$ cat src/rtl/fir_overflow_probe.sv
// Purpose : stimulus generator and overflow monitor for FIR characterisation.
//           Drives full-scale patterns on data_out and checks |fir_out|
//           against a threshold inside a window delayed by FIR_LATENCY.
// Latency : sample k on data_out in cycle T+1+k after start edge T; done in
//           cycle T+run_len+FIR_LATENCY+1.
// Backpressure: none; start is only honoured in IDLE, abort in RUN/DRAIN.
// Ports   : clk, rst (async, active high); start/abort/mode/run_len/threshold
//           control; fir_out monitored input; data_out/sample_valid stimulus;
//           busy/done status; overflow_flag/first_ovf_idx/ovf_count/peak_out.
module fir_overflow_probe #(
  parameter int DATA_WIDTH  = 16,
  parameter int OUT_WIDTH   = 32,
  parameter int CNT_WIDTH   = 32,
  parameter int FIR_LATENCY = 1
) (
  input  logic                  clk,
  input  logic                  rst,
  input  logic                  start,
  input  logic                  abort,
  input  logic [1:0]            mode,
  input  logic [CNT_WIDTH-1:0]  run_len,
  input  logic [OUT_WIDTH-1:0]  threshold,
  input  logic [OUT_WIDTH-1:0]  fir_out,
  output logic [DATA_WIDTH-1:0] data_out,
  output logic                  sample_valid,
  output logic                  busy,
  output logic                  done,
  output logic                  overflow_flag,
  output logic [CNT_WIDTH-1:0]  first_ovf_idx,
  output logic [CNT_WIDTH-1:0]  ovf_count,
  output logic [OUT_WIDTH-1:0]  peak_out
);

  localparam logic [1:0] S_IDLE  = 2'd0;
  localparam logic [1:0] S_RUN   = 2'd1;
  localparam logic [1:0] S_DRAIN = 2'd2;
  localparam logic [1:0] S_DONE  = 2'd3;

  localparam logic [DATA_WIDTH-1:0] MAX_V = {1'b0, {(DATA_WIDTH-1){1'b1}}};
  localparam logic [DATA_WIDTH-1:0] MIN_V = {1'b1, {(DATA_WIDTH-1){1'b0}}};
  // DRAIN counts down from FIR_LATENCY-1 to 0, i.e. FIR_LATENCY cycles.
  localparam logic [3:0] DRAIN_LAST = (FIR_LATENCY > 0) ? 4'(FIR_LATENCY - 1) : 4'd0;

  function automatic logic [DATA_WIDTH-1:0] pattern(input logic [1:0] m,
                                                    input logic [CNT_WIDTH-1:0] k);
    case (m)
      2'd0:    pattern = MAX_V;
      2'd1:    pattern = MIN_V;
      2'd2:    pattern = k[0] ? MIN_V : MAX_V;
      default: pattern = (k == '0) ? MAX_V : '0;
    endcase
  endfunction

  logic [1:0]            state_q, state_d;
  logic [1:0]            mode_q;
  logic [CNT_WIDTH-1:0]  run_len_q;
  logic [OUT_WIDTH-1:0]  thr_q;
  logic [CNT_WIDTH-1:0]  idx_q, idx_d;
  logic [DATA_WIDTH-1:0] data_q, data_d;
  logic                  valid_q, valid_d;
  logic [3:0]            drain_q, drain_d;
  logic [CNT_WIDTH-1:0]  mon_idx_q;
  logic                  flag_q;
  logic [CNT_WIDTH-1:0]  first_q;
  logic [CNT_WIDTH-1:0]  cnt_q;
  logic [OUT_WIDTH-1:0]  peak_q;
  logic                  mon_valid;

  logic start_ok, abort_ok, last_sample;
  assign start_ok    = (state_q == S_IDLE) && start;
  assign abort_ok    = abort && ((state_q == S_RUN) || (state_q == S_DRAIN));
  assign last_sample = (idx_q == run_len_q - 1'b1);

  always_comb begin
    state_d = state_q;
    idx_d   = idx_q;
    data_d  = '0;
    valid_d = 1'b0;
    drain_d = drain_q;
    case (state_q)
      S_IDLE: begin
        if (start) begin
          if (run_len != '0) begin
            state_d = S_RUN;
            idx_d   = '0;
            data_d  = pattern(mode, '0);
            valid_d = 1'b1;
          end else begin
            state_d = S_DONE;
          end
        end
      end
      S_RUN: begin
        if (abort) begin
          state_d = S_IDLE;
        end else if (last_sample) begin
          state_d = (FIR_LATENCY == 0) ? S_DONE : S_DRAIN;
          drain_d = DRAIN_LAST;
        end else begin
          idx_d   = idx_q + 1'b1;
          data_d  = pattern(mode_q, idx_q + 1'b1);
          valid_d = 1'b1;
        end
      end
      S_DRAIN: begin
        if (abort)                state_d = S_IDLE;
        else if (drain_q == 4'd0) state_d = S_DONE;
        else                      drain_d = drain_q - 1'b1;
      end
      default: state_d = S_IDLE;
    endcase
  end

  always_ff @(posedge clk or posedge rst) begin
    if (rst) begin
      state_q   <= S_IDLE;
      mode_q    <= '0;
      run_len_q <= '0;
      thr_q     <= '0;
      idx_q     <= '0;
      data_q    <= '0;
      valid_q   <= 1'b0;
      drain_q   <= '0;
    end else begin
      state_q <= state_d;
      idx_q   <= idx_d;
      data_q  <= data_d;
      valid_q <= valid_d;
      drain_q <= drain_d;
      if (start_ok) begin
        mode_q    <= mode;
        run_len_q <= run_len;
        thr_q     <= threshold;
      end
    end
  end

  // Monitor window: sample_valid delayed to line up with the filter output.
  generate
    if (FIR_LATENCY == 0) begin : g_nodly
      assign mon_valid = valid_q;
    end else begin : g_dly
      logic [FIR_LATENCY-1:0] sr_q;
      always_ff @(posedge clk or posedge rst) begin
        if (rst)           sr_q <= '0;
        else if (abort_ok) sr_q <= '0;
        else               sr_q <= (sr_q << 1) | FIR_LATENCY'(valid_q);
      end
      assign mon_valid = sr_q[FIR_LATENCY-1];
    end
  endgenerate

  // One extra bit so the most-negative value has an exact, non-wrapping magnitude.
  logic [OUT_WIDTH:0] fir_ext, fir_mag, peak_ext, peak_mag, thr_ext;
  assign fir_ext  = {fir_out[OUT_WIDTH-1], fir_out};
  assign fir_mag  = fir_out[OUT_WIDTH-1] ? (~fir_ext + 1'b1) : fir_ext;
  assign peak_ext = {peak_q[OUT_WIDTH-1], peak_q};
  assign peak_mag = peak_q[OUT_WIDTH-1] ? (~peak_ext + 1'b1) : peak_ext;
  assign thr_ext  = {1'b0, thr_q};

  always_ff @(posedge clk or posedge rst) begin
    if (rst) begin
      mon_idx_q <= '0;
      flag_q    <= 1'b0;
      first_q   <= '0;
      cnt_q     <= '0;
      peak_q    <= '0;
    end else if (start_ok) begin
      mon_idx_q <= '0;
      flag_q    <= 1'b0;
      first_q   <= '0;
      cnt_q     <= '0;
      peak_q    <= '0;
    end else if (mon_valid && !abort_ok) begin
      // An abort freezes results exactly as they stood before that edge.
      mon_idx_q <= mon_idx_q + 1'b1;
      if (fir_mag > thr_ext) begin
        flag_q <= 1'b1;
        if (!flag_q)    first_q <= mon_idx_q;
        if (cnt_q != '1) cnt_q  <= cnt_q + 1'b1;
      end
      if (fir_mag > peak_mag) peak_q <= fir_out;
    end
  end

  assign data_out      = data_q;
  assign sample_valid  = valid_q;
  assign busy          = (state_q == S_RUN) || (state_q == S_DRAIN);
  assign done          = (state_q == S_DONE);
  assign overflow_flag = flag_q;
  assign first_ovf_idx = first_q;
  assign ovf_count     = cnt_q;
  assign peak_out      = peak_q;

endmodule

$ cat config.mk
export PLATFORM = sky130hd
export DESIGN_NAME = fir_overflow_probe
export DESIGN_NICKNAME = d
export VERILOG_FILES = /design/src/rtl/fir_overflow_probe.sv
export SDC_FILE = /design/constraint.sdc
export NUM_CORES = 1
export LEC_CHECK = 0
export BUFFER_PORTS_ARGS = -buffer_cell sky130_fd_sc_hd__buf_4
export CORE_ASPECT_RATIO = 1.2
export CORE_MARGIN = 1
export CORE_UTILIZATION = 25
export CTS_BUF_LIST = sky130_fd_sc_hd__clkbuf_8
export CTS_CLUSTER_DIAMETER = 120
export DETAILED_ROUTE_END_ITERATION = 10
export PLACE_DENSITY_LB_ADDON = 0.1
export SYNTH_ARGS = -nofsm -noshare
export SYNTH_HDL_FRONTEND = slang
export SYNTH_SLANG_ARGS = --single-unit
$ cat constraint.sdc
create_clock -name clk -period 10.6 [get_ports clk]
set_clock_uncertainty 0.05 [all_clocks]
set_input_delay 1.59 -clock clk [delete_from_list [all_inputs] [get_ports clk]]
set_output_delay 1.59 -clock clk [all_outputs]
set_load 0.005 [all_outputs]
# == Word-level counts from Yosys, hierarchy flattened ==
# Index checks and enable logic that the tools add are counted.
# word_totals
register_bits,251
inputBits,102
output_inout_bits,116
# classes
n_addsub,7
order_cmp,2
eq_ne,18
n_mux,50
n_bitwise,2
n_reduce_logical,23
# op_table
cell,n
2-to-1 mux 32 bit,17
"adder 32 x 1 -> 32 bit, second input constant",3
2-to-1 mux 16 bit,6
"adder 33 x 1 -> 33 bit, second input constant",2
2-to-1 mux 33 bit,2
inverter 33 bit,2
one-hot mux 32 bit (2 select lines),1
one-hot mux 16 bit (3 select lines),1
greater-than comparator 33 x 32 -> 1 bit,1
greater-than comparator 33 bit,1
== test 32 bit,1
zero test 32 bit,1
"!= test 32 bit, second input constant",1
one-hot mux 16 bit (2 select lines),1
nonzero test 32 bit,1
"subtractor 32 x 1 -> 32 bit, second input constant",1
2-to-1 mux 4 bit,4
2-to-1 mux 15 bit,1
2-to-1 mux 2 bit,6
"!= test 2 bit, second input constant",6
nonzero test 2 bit,6
AND reduction 5 bit,2
AND reduction 3 bit,3
2-to-1 mux 1 bit,8
other kinds (15),24

# == Logic depth before layout (Yosys ltp) ==
# Gate-level depths: netlist of the first run.
# logic_depth
depth_word,7
ltp_mapped,21
ltp_nobuf,18

# == Worst setup path before layout of the first run ==
# No wires, ideal clock.
# synth_timing
kind,in2reg
startpoint,input port fir_out[0]
endpoint,register cnt_q[14] (netlist: ovf_count[14])
arrival_time_ns,5.587
required_ns,10.418
setup_slack_ns,4.832
cell_stages,20
path_cell_list,inv_1 ha_1 or3b_2 clkbuf_1 or4_4 buf_6 or2_4 o21ai_0 xnor2_1 ha_1 a21o_1 a21o_1 a21oi_1 o2111a_1 o211ai_1 a211oi_2 clkbuf_1 nor4_1 xnor2_1 nor2_1
# synth_between
elab_chain_cells,6
# synth_rtl
element,line,rtl
from (decl),23,"input logic [OUT_WIDTH-1:0] fir_out,"
inverter 33 bit,156,assign fir_mag = fir_out[OUT_WIDTH-1] ? (~fir_ext + 1'b1) : fir_ext;
adder 33 x 1 -> 33 bit,156,
2-to-1 mux 33 bit (*),156,
greater-than comparator 33 x 32 -> 1 bit (*),177,if (fir_mag > thr_ext) begin
nonzero test 2 bit (no source line) (*),-,
AND reduction 3 bit (no source line) (*),-,
to (signal assigned),180,if (cnt_q != '1) cnt_q <= cnt_q + 1'b1;
to (decl),65,logic [CNT_WIDTH-1:0] cnt_q;
# Mark *: on every way between the ends. The rest lies on a longest branch, timed or not.
# A chain may end at the register's enable or synchronous reset.

# == Final worst setup path of the first run ==
# layout_timing
startpoint,input port fir_out[7]
endpoint,register cnt_q[24] (netlist: ovf_count[24])
# Same word-level chain as after synthesis.

==> results.json, run 1 <==
{
  "dp_hpwl_um": 38600,
  "cp.arrival_ns": 6.82,
  "hold_class": "reg2reg",
  "grt_pass1_wl_um": 84300,
  "slew_headroom": 0.250,
  "drc": 0,
  "rows": 101,
  "ctsHoldBuffers": 0,
  "synthFlopType": "dfrtp_1",
  "routed_wl_um": 53400,
  "critPathMaxFanout": 16,
  "die_width_um": 232,
  "layout_setup_ws_ns": 4.23,
  "combPwrFrac": 0.424,
  "nNetsFinal": 2186,
  "grtUsageTotal": 0.166,
  "synth_cell_types": 93,
  "power_switching_w": 0.00186,
  "syn2layout_area_growth_pct": 20.0,
  "power_frac_clock": 0.236,
  "end_kind": "register",
  "numCtsBuffers": 48,
  "dieArea_mm2": 0.0647,
  "powerDensity_mw_per_mm2": 225,
  "netlist.area_leader.share": 0.372,
  "fmax_ghz": 0.157,
  "postCtsSetupRepairBufs": 0,
  "grt_max_degree": 128,
  "seq_area_frac_synth": 0.372,
  "num_vias": 14200,
  "drive_gt1_frac": 0.170,
  "avgSynthCellArea_um2": 8.55,
  "crit_type": "in2reg",
  "p_leak_nw": 8.84,
  "cts_tree": "done",
  "grt-ovfl-total": 0,
  "grt_pass1_vias": 14300,
  "initial_core_util": 0.252,
  "synthTopCellsByArea": "dfrtp_1 (37%), nand2_1 (6.3%), ha_1 (5.8%)",
  "cts-htree-levels": 2,
  "cts_buffer_depth": 3,
  "dp_slack_ns": 3.58,
  "cts_sinks": 237,
  "antenna_found_initial": 2,
  "ys_seq_elements": 237,
  "syn_area_mm2": 0.0159,
  "fill_cells": 6770,
  "first_pass_iters": 6,
  "tns_ns": 0,
  "synth_edf_count": 0,
  "cp.required_ns": 11.05,
  "p_seq_frac": 0.340,
  "cts_root_buf": "clkbuf_8",
  "clk_pin_slew_worst_paths_ns": 0.06,
  "layout_min_cycle_time_ns": 6.37,
  "ys_warn_count": 0,
  "vdd_drop_max_mv": 0.108,
  "sw_frac_of_total": 0.433,
  "viasPerCell": 4.94,
  "die_y_um": 279,
  "synth_cells": 1863,
  "async_reset_ff_frac": 1.00,
  "cp-start-kind": "primary input",
  "port_buffers": 217,
  "worst_pin_slew_ns": 1.12,
  "core_mm2": 0.0632,
  "syn_nets": 2039,
  "yosys.area.top_type": "dfrtp_1",
  "status": "finished, final reports clean",
  "gp_congestion": 0.837,
  "hold_viol": 0,
  "drt_iter0_drc": 869,
  "finalSetupViolCount": 0,
  "drv_slew": 0,
  "ant_nets": 0,
  "rsz0062_at_grt": "no",
  "p_int_w": 0.00244,
  "avgRoutedWirePerCell_um": 18.6,
  "io_pins": 218,
  "insertion_delay_ns": 0.62,
  "fin_crit_sh": 0.601,
  "cts_resized": 0,
  "drv_cap": 0
}
final cells by class:
cell class / instances / area (um2) / area share
Clock inverter: 27 / 199 / 0.0104
Clock buffer: 58 / 798 / 0.0418
Antenna cell: 1 / 2.50 / 0.000131
Tap cell: 824 / 1030 / 0.0539
Multi-Input combinational cell: 1430 / 9190 / 0.481
Sequential cell: 237 / 5930 / 0.310
Timing Repair Buffer: 229 / 1720 / 0.0899
Inverter: 64 / 248 / 0.0130
critical path: stages:
cell,delay (ns)
buf_4,0.12
or4_1,0.66
nor3_1,0.25
nand3_1,0.21
nand3b_1,0.24
or2_2,0.33
nand2b_1,0.20
o31ai_1,0.26
xnor2_1,0.19
ha_1,0.18
a21o_1,0.10
a21oi_1,0.09
a21o_1,0.18
a31oi_1,0.48
a21boi_0,0.24
nand3_1,0.51
nor2_1,0.61
a31oi_1,0.14
a41o_1,0.23
worst paths after layout:
check / from / endpoint / slack [ns] / cells past startpoint
setup / recovery: fir_out[7] / ovf_count[24] / 4.23 / 19
hold / removal: drain_q[3] / drain_q[3] / 0.45 / 1
setup reg to reg: peak_out[8] / peak_out[30] / 4.51 / 15
hold reg to reg: drain_q[3] / drain_q[3] / 0.45 / 1
max in group asynchronous: rst / drain_q[0] / 7.85 / 3
min in group asynchronous: rst / thr_q[30] / 1.07 / 2
cells in the mapped netlist (32+ instances only):
library cell / number
dfrtp_1: 237
xnor2_1: 92
nand3_1: 90
nand4_1: 48
and3_1: 36
a21oi_1: 44
nor2_1: 148
ha_1: 74
clkbuf_1: 93
nand2_1: 266
nor4_1: 32
inv_1: 64
xor2_1: 57
o21ai_0: 107
mux2i_1: 39
nor3_1: 39
power by group through the flow:
stage	logic (W)	registers, W	clock network [W]
after global placement	0.00182	0.00148	0
after detailed placement	0.00185	0.00148	0
after CTS	0.00186	0.00147	0.00107
final	0.00183	0.00146	0.00101
after floorplan	0.00139	0.00128	0
after global routing	0.00206	0.00150	0.00110
per-layer routing:
layer,global-route usage,vias up,part of all wire
li1,-,6936,-
met3,0.0256,77,0.039
met5,0,-,0.00024
met1,0.205,6892,0.43
met2,0.297,276,0.51
met4,0.0422,2,0.019
kinds of logic (layout without fill, tap and decap cells):
family / count (synthesis) / in the layout / share of synthesized area
muxes: 41 / 41 / 0.0259
other: 2 / 3 / 0.000471
DFF: 237 / 237 / 0.372
and+or+nand+nor: 821 / 821 / 0.262
buffers and inverters: 196 / 378 / 0.0540
AOI/OAI and AO/OA: 340 / 340 / 0.143
xor gates and xnor gates: 150 / 150 / 0.0833
adders and majority gates: 76 / 76 / 0.0594
stage by stage:
step / utilization / total power, W / instance area [um2] / hold slack, ns / cells
global placement: 0.287 / 0.00330 / 18100 / 0.424 / 2784
CTS: 0.302 / 0.00439 / 19100 / 0.450 / 2869
global route: 0.302 / 0.00467 / 19100 / 0.474 / 2870
detailed placement: 0.287 / 0.00333 / 18100 / 0.436 / 2784
floorplan: - / 0.00267 / 15900 / 0.400 / 1863
finish: 0.302 / 0.00430 / 19100 / 0.451 / 2870
state kept, by name (all words and copies together) (netlist names), 4 cells and up:
| register | cells |
|---|---|
| drain_q | 4 |
| first_ovf_idx | 32 |
| idx_q | 32 |
| mon_idx_q | 32 |
| ovf_count | 32 |
| peak_out | 32 |
| run_len_q | 32 |
| thr_q | 32 |
cells in the final DEF, fill, tap and decap left out, types with 23 or more instances in the layout:
master    synthesis  routed
buf_4            14     229
nand3_1          90      90
o31ai_1          25      25
nand4_1          48      48
ha_1             74      73
nor4_1           32      32
xnor2_1          92      92
o21ai_0         107     107
a21oi_1          44      44
nor2_1          148     148
inv_1            64      82
clkbuf_8          0      58
and3_1           36      36
a21o_1           23      23
mux2i_1          39      39
xor2_1           57      57
nor3_1           39      39
or4_1            25      25
dfrtp_1         237     237
nand2_1         266     265
Power figures use the tool's default switching activity.
==> run 2: changes to the inputs <==
--- a/config.mk
+++ b/config.mk
@@ -5,6 +5,7 @@
 export SDC_FILE = /design/constraint.sdc
 export NUM_CORES = 1
 export LEC_CHECK = 0
+export ABC_AREA = 1
 export BUFFER_PORTS_ARGS = -buffer_cell sky130_fd_sc_hd__buf_4
 export CORE_ASPECT_RATIO = 1.2
 export CORE_MARGIN = 1
==> constraint.sdc (replaced) <==
create_clock -name clk -period 6.05 [get_ports clk]
set_clock_uncertainty 0.05 [all_clocks]
set_input_delay 0.9075 -clock clk [delete_from_list [all_inputs] [get_ports clk]]
set_output_delay 0.9075 -clock clk [all_outputs]
set_load 0.005 [all_outputs]
==> results.json, run 2 <==
{
  "sw_frac_of_total": 0.463,
  "worst-r2r-setup-slack_ns": 1.72,
  "postPlaceCellArea_mm2": 0.0185,
  "routed_wl_um": 56100,
  "drt_iter0_drc": 953,
  "cts_buffer_depth": 3,
  "p_seq_frac": 0.297,
  "powerDensity_mw_per_mm2": 410,
  "cp.arrival_ns": 5.23,
  "cp.required_ns": 6.50,
  "grt_pass1_wl_um": 86800,
  "vdd_drop_max_mv": 0.192,
  "die_width_um": 234,
  "avgSynthCellArea_um2": 7.13,
  "core_mm2": 0.0637,
  "end_kind": "register",
  "antenna_found_initial": 1,
  "rsz0062_at_grt": "no",
  "p_int_w": 0.00429,
  "postCtsSetupRepairBufs": 0,
  "slew_headroom": 0.213,
  "yosys.area.top_type": "dfrtp_1",
  "hold_class": "in2async",
  "rows": 101,
  "first_pass_iters": 5,
  "seq_area_frac_synth": 0.366,
  "cts_resized": 0,
  "cts-htree-levels": 2,
  "status": "finished, final reports clean",
  "fin_area_mm2": 0.0195,
  "worst_pin_slew_ns": 1.18,
  "critPathMaxFanout": 25,
  "cp_common_cell": "nor2_1",
  "wl_met3_um": 2340,
  "insertion_delay_ns": 0.64,
  "die_y_um": 281,
  "syn_area_mm2": 0.0162,
  "path_delay_family": "simple AND/OR/NAND/NOR gates",
  "cts_tree": "done",
  "max_stage_delay_ns": 0.38,
  "synthTopCellsByCount": "nand2_1 (617), nor2_1 (251), dfrtp_1 (237)",
  "critical_path.cell_chain": "buf_4, or2_2, nor2_1, nand4_1, nor3_1, nand2_1, nor2_1, nand4_1, nor2_1, inv_1, o21ai_0, xnor2_1, ha_1, nand3_1, nor3_1, nand3_1, nor4_1, nand2_1, nor2_1, a31oi_1, nand3_2, inv_1, nand3_1, nand2_1",
  "dieArea_mm2": 0.0658,
  "ys_seq_elements": 237,
  "synth_edf_count": 0,
  "drv_cap": 0,
  "async_reset_ff_frac": 1.00,
  "cp-start-kind": "primary input",
  "synthTopCellsByArea": "dfrtp_1 (37%), nand2_1 (14%), nor2_1 (5.8%)",
  "ys_warn_count": 0,
  "viasPerCell": 4.67,
  "layout_common_cells": "nand2_1 (616), nor2_1 (251), dfrtp_1 (237)",
  "reg2reg_depth": 20,
  "syn2layout_area_growth_pct": 20.4,
  "clk_pin_slew_worst_paths_ns": 0.06,
  "fmax_ghz": 0.209,
  "power_frac_clock": 0.216,
  "drv_slew": 0,
  "highest_layer": "met4",
  "cts_root_buf": "clkbuf_8",
  "gp_congestion": 0.861,
  "finalSetupViolCount": 0,
  "wl_met2_um": 27500,
  "hold_viol": 0,
  "crit_type": "in2reg",
  "final_common_cell": "nand2_1",
  "drc": 0,
  "p_leak_nw": 9.58,
  "layout_min_cycle_time_ns": 4.78,
  "synth_most_common_cell": "nand2_1",
  "ctsHoldBuffers": 0,
  "wl_met1_um": 24500,
  "netlist.area_leader.share": 0.366,
  "initial_core_util": 0.254,
  "syn_nets": 2447,
  "port_buffers": 217,
  "combPwrFrac": 0.487,
  "final_util": 0.306,
  "power_switching_w": 0.00370,
  "dp_hpwl_um": 41600,
  "io_pins": 218,
  "grt_pass1_vias": 15200,
  "synth_cells": 2271,
  "tns_ns": 0,
  "avgRoutedWirePerCell_um": 17.0,
  "grt-ovfl-total": 0,
  "drive_gt1_frac": 0.136,
  "r2r-start": "peak_out[0]",
  "numCtsBuffers": 48,
  "totalPowerFinal_w": 0.00799,
  "grtUsageTotal": 0.169,
  "path_buf_inv": 3,
  "ant_nets": 0,
  "r2r_end": "peak_out[18]",
  "crit_slowest_cell": "inv_1",
  "nNetsFinal": 2626,
  "num_vias": 15500,
  "grt_max_degree": 171,
  "synthFlopType": "dfrtp_1",
  "synth_cell_types": 44,
  "fin_crit_sh": 0.791,
  "cts_sinks": 237
}
-- run 2: cell count changes in the layout (fill, tap and decap cells not counted), sizes merged, moves of 26 or more --
cell,change
nand2,+353
xnor2,-46
and3,-34
inv,+141
xor2,+41
a21oi,+28
nand4,+57
or4,-26
mux2i,-39
nor2,+113
nand3,+94
-- run 2: kinds of logic after synthesis --
| group | after synthesis | synth area share |
|---|---|---|
| buffers and inverters | 319 | 0.0808 |
| other | 2 | 0.000464 |
| AOI/OAI and AO/OA | 223 | 0.0750 |
| and+or+nand+nor | 1272 | 0.342 |
| DFF | 237 | 0.366 |
| xor gates and xnor gates | 144 | 0.0779 |
| adders and majority gates | 74 | 0.0572 |
-- run 2: per-layer routing --
layer | vias up | global-route usage
met1 | 7293 | 0.212
met4 | 0 | 0.0584
li1 | 7780 | -
met3 | 87 | 0.0292
met5 | - | 0
met2 | 299 | 0.288
-- run 2: power groups by stage --
stage | sequential (W) | clock, W | combinational (W)
after floorplan | 0.00227 | 0 | 0.00275
after global placement | 0.00239 | 0 | 0.00392
after detailed placement | 0.00239 | 0 | 0.00395
after CTS | 0.00237 | 0.00181 | 0.00396
after global routing | 0.00243 | 0.00187 | 0.00443
final | 0.00237 | 0.00173 | 0.00389
-- run 2: area by class of cell --
cell class,count,area [um2]
multi-input combinational,1715,8980
inverter,213,806
clock buffer,66,908
tap,824,1030
fill,7008,44200
timing repair buffer,235,1780
antenna,1,2.50
clock inverter,16,70.1
sequential,237,5930
-- run 2: worst max path at each step --
| stage | slack (ns) | endpoint | cells past startpoint | startpoint |
|---|---|---|---|---|
| finish | 1.27 | first_ovf_idx[0] | 24 | fir_out[4] |
| global route | 0.92 | first_ovf_idx[5] | 24 | fir_out[4] |
| CTS | 1.28 | first_ovf_idx[0] | 24 | fir_out[4] |
| detailed placement | 0.60 | first_ovf_idx[0] | 24 | fir_out[4] |
| global placement | 0.70 | first_ovf_idx[2] | 23 | fir_out[4] |
| floorplan | 1.83 | first_ovf_idx[16] | 23 | fir_out[4] |
-- run 2: per-stage QoR --
step	hold slack, ns	instances	setup slack (ns)
floorplan	0.392	2271	1.83
global placement	0.412	3224	0.695
detailed placement	0.413	3224	0.598
CTS	0.107	3306	1.28
global route	0.140	3307	0.918
finish	0.167	3307	1.27
==> run 3: changes to the inputs <==
--- a/config.mk
+++ b/config.mk
@@ -5,7 +5,7 @@
 export SDC_FILE = /design/constraint.sdc
 export NUM_CORES = 1
 export LEC_CHECK = 0
-export ABC_AREA = 1
+export ABC_AREA = 0
 export BUFFER_PORTS_ARGS = -buffer_cell sky130_fd_sc_hd__buf_4
 export CORE_ASPECT_RATIO = 1.2
 export CORE_MARGIN = 1
==> constraint.sdc (replaced) <==
create_clock -name clk -period 4.5 [get_ports clk]
set_clock_uncertainty 0.05 [all_clocks]
set_input_delay 0.675 -clock clk [delete_from_list [all_inputs] [get_ports clk]]
set_output_delay 0.675 -clock clk [all_outputs]
set_load 0.005 [all_outputs]
==> results.json, run 3 (synthesized netlist as in run 1, its figures left out) <==
{
  "totalPowerFinal_w": 0.0111,
  "numCtsBuffers": 50,
  "drt_iter0_drc": 787,
  "viasPerCell": 4.89,
  "die_width_um": 232,
  "violations": "negative setup slack",
  "routed_wl_um": 55900,
  "drv_slew": 0,
  "grtUsageTotal": 0.173,
  "fill_cells": 6664,
  "dieArea_mm2": 0.0647,
  "initial_core_util": 0.252,
  "final_util": 0.333,
  "cp-start-kind": "register",
  "die_y_um": 279,
  "gp_congestion": 0.804,
  "layout_setup_ws_ns": -0.297,
  "cts_tree": "done",
  "startpoint": "peak_out[9]",
  "syn2layout_area_growth_pct": 32.2,
  "cts-htree-levels": 2,
  "hold_slack_ns": 0.132,
  "grt_max_degree": 193,
  "tns_ns": -8.69,
  "crit_type": "reg2reg",
  "fin_crit_sh": 1.07,
  "core_mm2": 0.0632,
  "vdd_drop_max_mv": 0.196,
  "postPlaceCellArea_mm2": 0.0195,
  "cp.required_ns": 4.95,
  "clk_pin_slew_worst_paths_ns": 0.06,
  "nNetsFinal": 2346,
  "grt_pass1_vias": 15100,
  "ant_nets": 0,
  "layout_common_cells": "buf_4 (360), nand2_1 (263), dfrtp_1 (237)",
  "powerDensity_mw_per_mm2": 527,
  "multiInputGateArea_mm2": 0.00960,
  "insertion_delay_ns": 0.63,
  "cts_sinks": 237,
  "layout_min_cycle_time_ns": 4.80,
  "cts_root_buf": "clkbuf_8",
  "drc": 0,
  "num_vias": 14800,
  "cp.arrival_ns": 5.24,
  "drv_cap": 0,
  "hold_class": "in2async",
  "rsz0062_at_grt": "yes",
  "drive_gt1_frac": 0.259,
  "end_kind": "register",
  "rows": 101,
  "io_pins": 218,
  "final_common_cell": "buf_4",
  "avgRoutedWirePerCell_um": 18.4,
  "r2r-start": "peak_out[9]",
  "slew_headroom": 0.366,
  "fmax_ghz": 0.208,
  "port_buffers": 217,
  "cts_buffer_depth": 3,
  "final-seq-area_mm2": 0.00593,
  "dp_hpwl_um": 40800,
  "p_leak_nw": 9.82,
  "ctsHoldBuffers": 0,
  "antenna_found_initial": 1,
  "grt_pass1_wl_um": 87900,
  "worst_pin_slew_ns": 0.951,
  "fin_area_mm2": 0.0211,
  "first_pass_iters": 5,
  "critPathMaxFanout": 44,
  "grt-ovfl-total": 0,
  "hold_viol": 0,
  "status": "finished with violations",
  "finalSetupViolCount": 44
}
==> run 3: stage by stage <==
step / instances / setup WS [ns]
after floorplan: 1863 / -0.206
after global placement: 2927 / -0.910
after detailed placement: 2927 / -0.937
after CTS: 3021 / -0.326
after global routing: 3032 / -0.509
final: 3032 / -0.297
==> run 3: final timing paths <==
check	to	slack (ns)	cells after the start
worst min-delay path	idx_q[8]	0.13	2
max in group asynchronous	thr_q[30]	3.07	3
worst min register to register	thr_q[0]	0.44	2
min in group clk	mode_q[0]	0.19	3
worst max-delay path	peak_out[13]	-0.30	17
worst max register to register	peak_out[13]	-0.30	17
==> run 3: report_power, final <==
part	total (W)	internal [W]	leakage (nW)	switching, W
sequential	0.00335	0.00263	3.18	0.000718
combinational	0.00532	0.00244	6.05	0.00288
clock	0.00244	0.00136	0.592	0.00108
==> run 3: area by class of cell <==
type | count | area share
Multi-Input combinational cell | 1430 | 0.456
Tap cell | 824 | 0.0489
Clock inverter | 27 | 0.00891
Sequential cell | 237 | 0.282
Clock buffer | 62 | 0.0405
Inverter | 64 | 0.0128
Timing Repair Buffer | 387 | 0.151
Antenna cell | 1 | 0.000119
==> run 3: layer usage <==
metal | track usage | routed length, um | vias to the layer above
li1 | - | - | 7238
met2 | 0.310 | 28500 | 268
met4 | 0.0538 | 1530 | 0
met5 | 0 | 0 | -
met3 | 0.0231 | 1880 | 85
met1 | 0.212 | 23900 | 7249
==> run 3: repair_timing <==
item / CTS / global route
gates cloned: 2 / 2
pin swaps: 4 / 15
endpoints found under the setup margin: 96 / 81
resized for setup: 27 / 52
setup buffers: 3 / 9
==> run 3: critical path: stages (launching register included) <==
cell      delay (ns)
dfrtp_1         0.38
or4_4           0.54
or3_4           0.38
or3_4           0.40
or3_4           0.34
or4_4           0.47
o21ai_4         0.18
xor2_1          0.17
ha_1            0.27
a21o_1          0.17
a21o_1          0.20
a21o_1          0.20
a211oi_2        0.21
o21a_1          0.17
a31oi_4         0.13
buf_12          0.21
nand3_1         0.09
o21ai_0         0.10
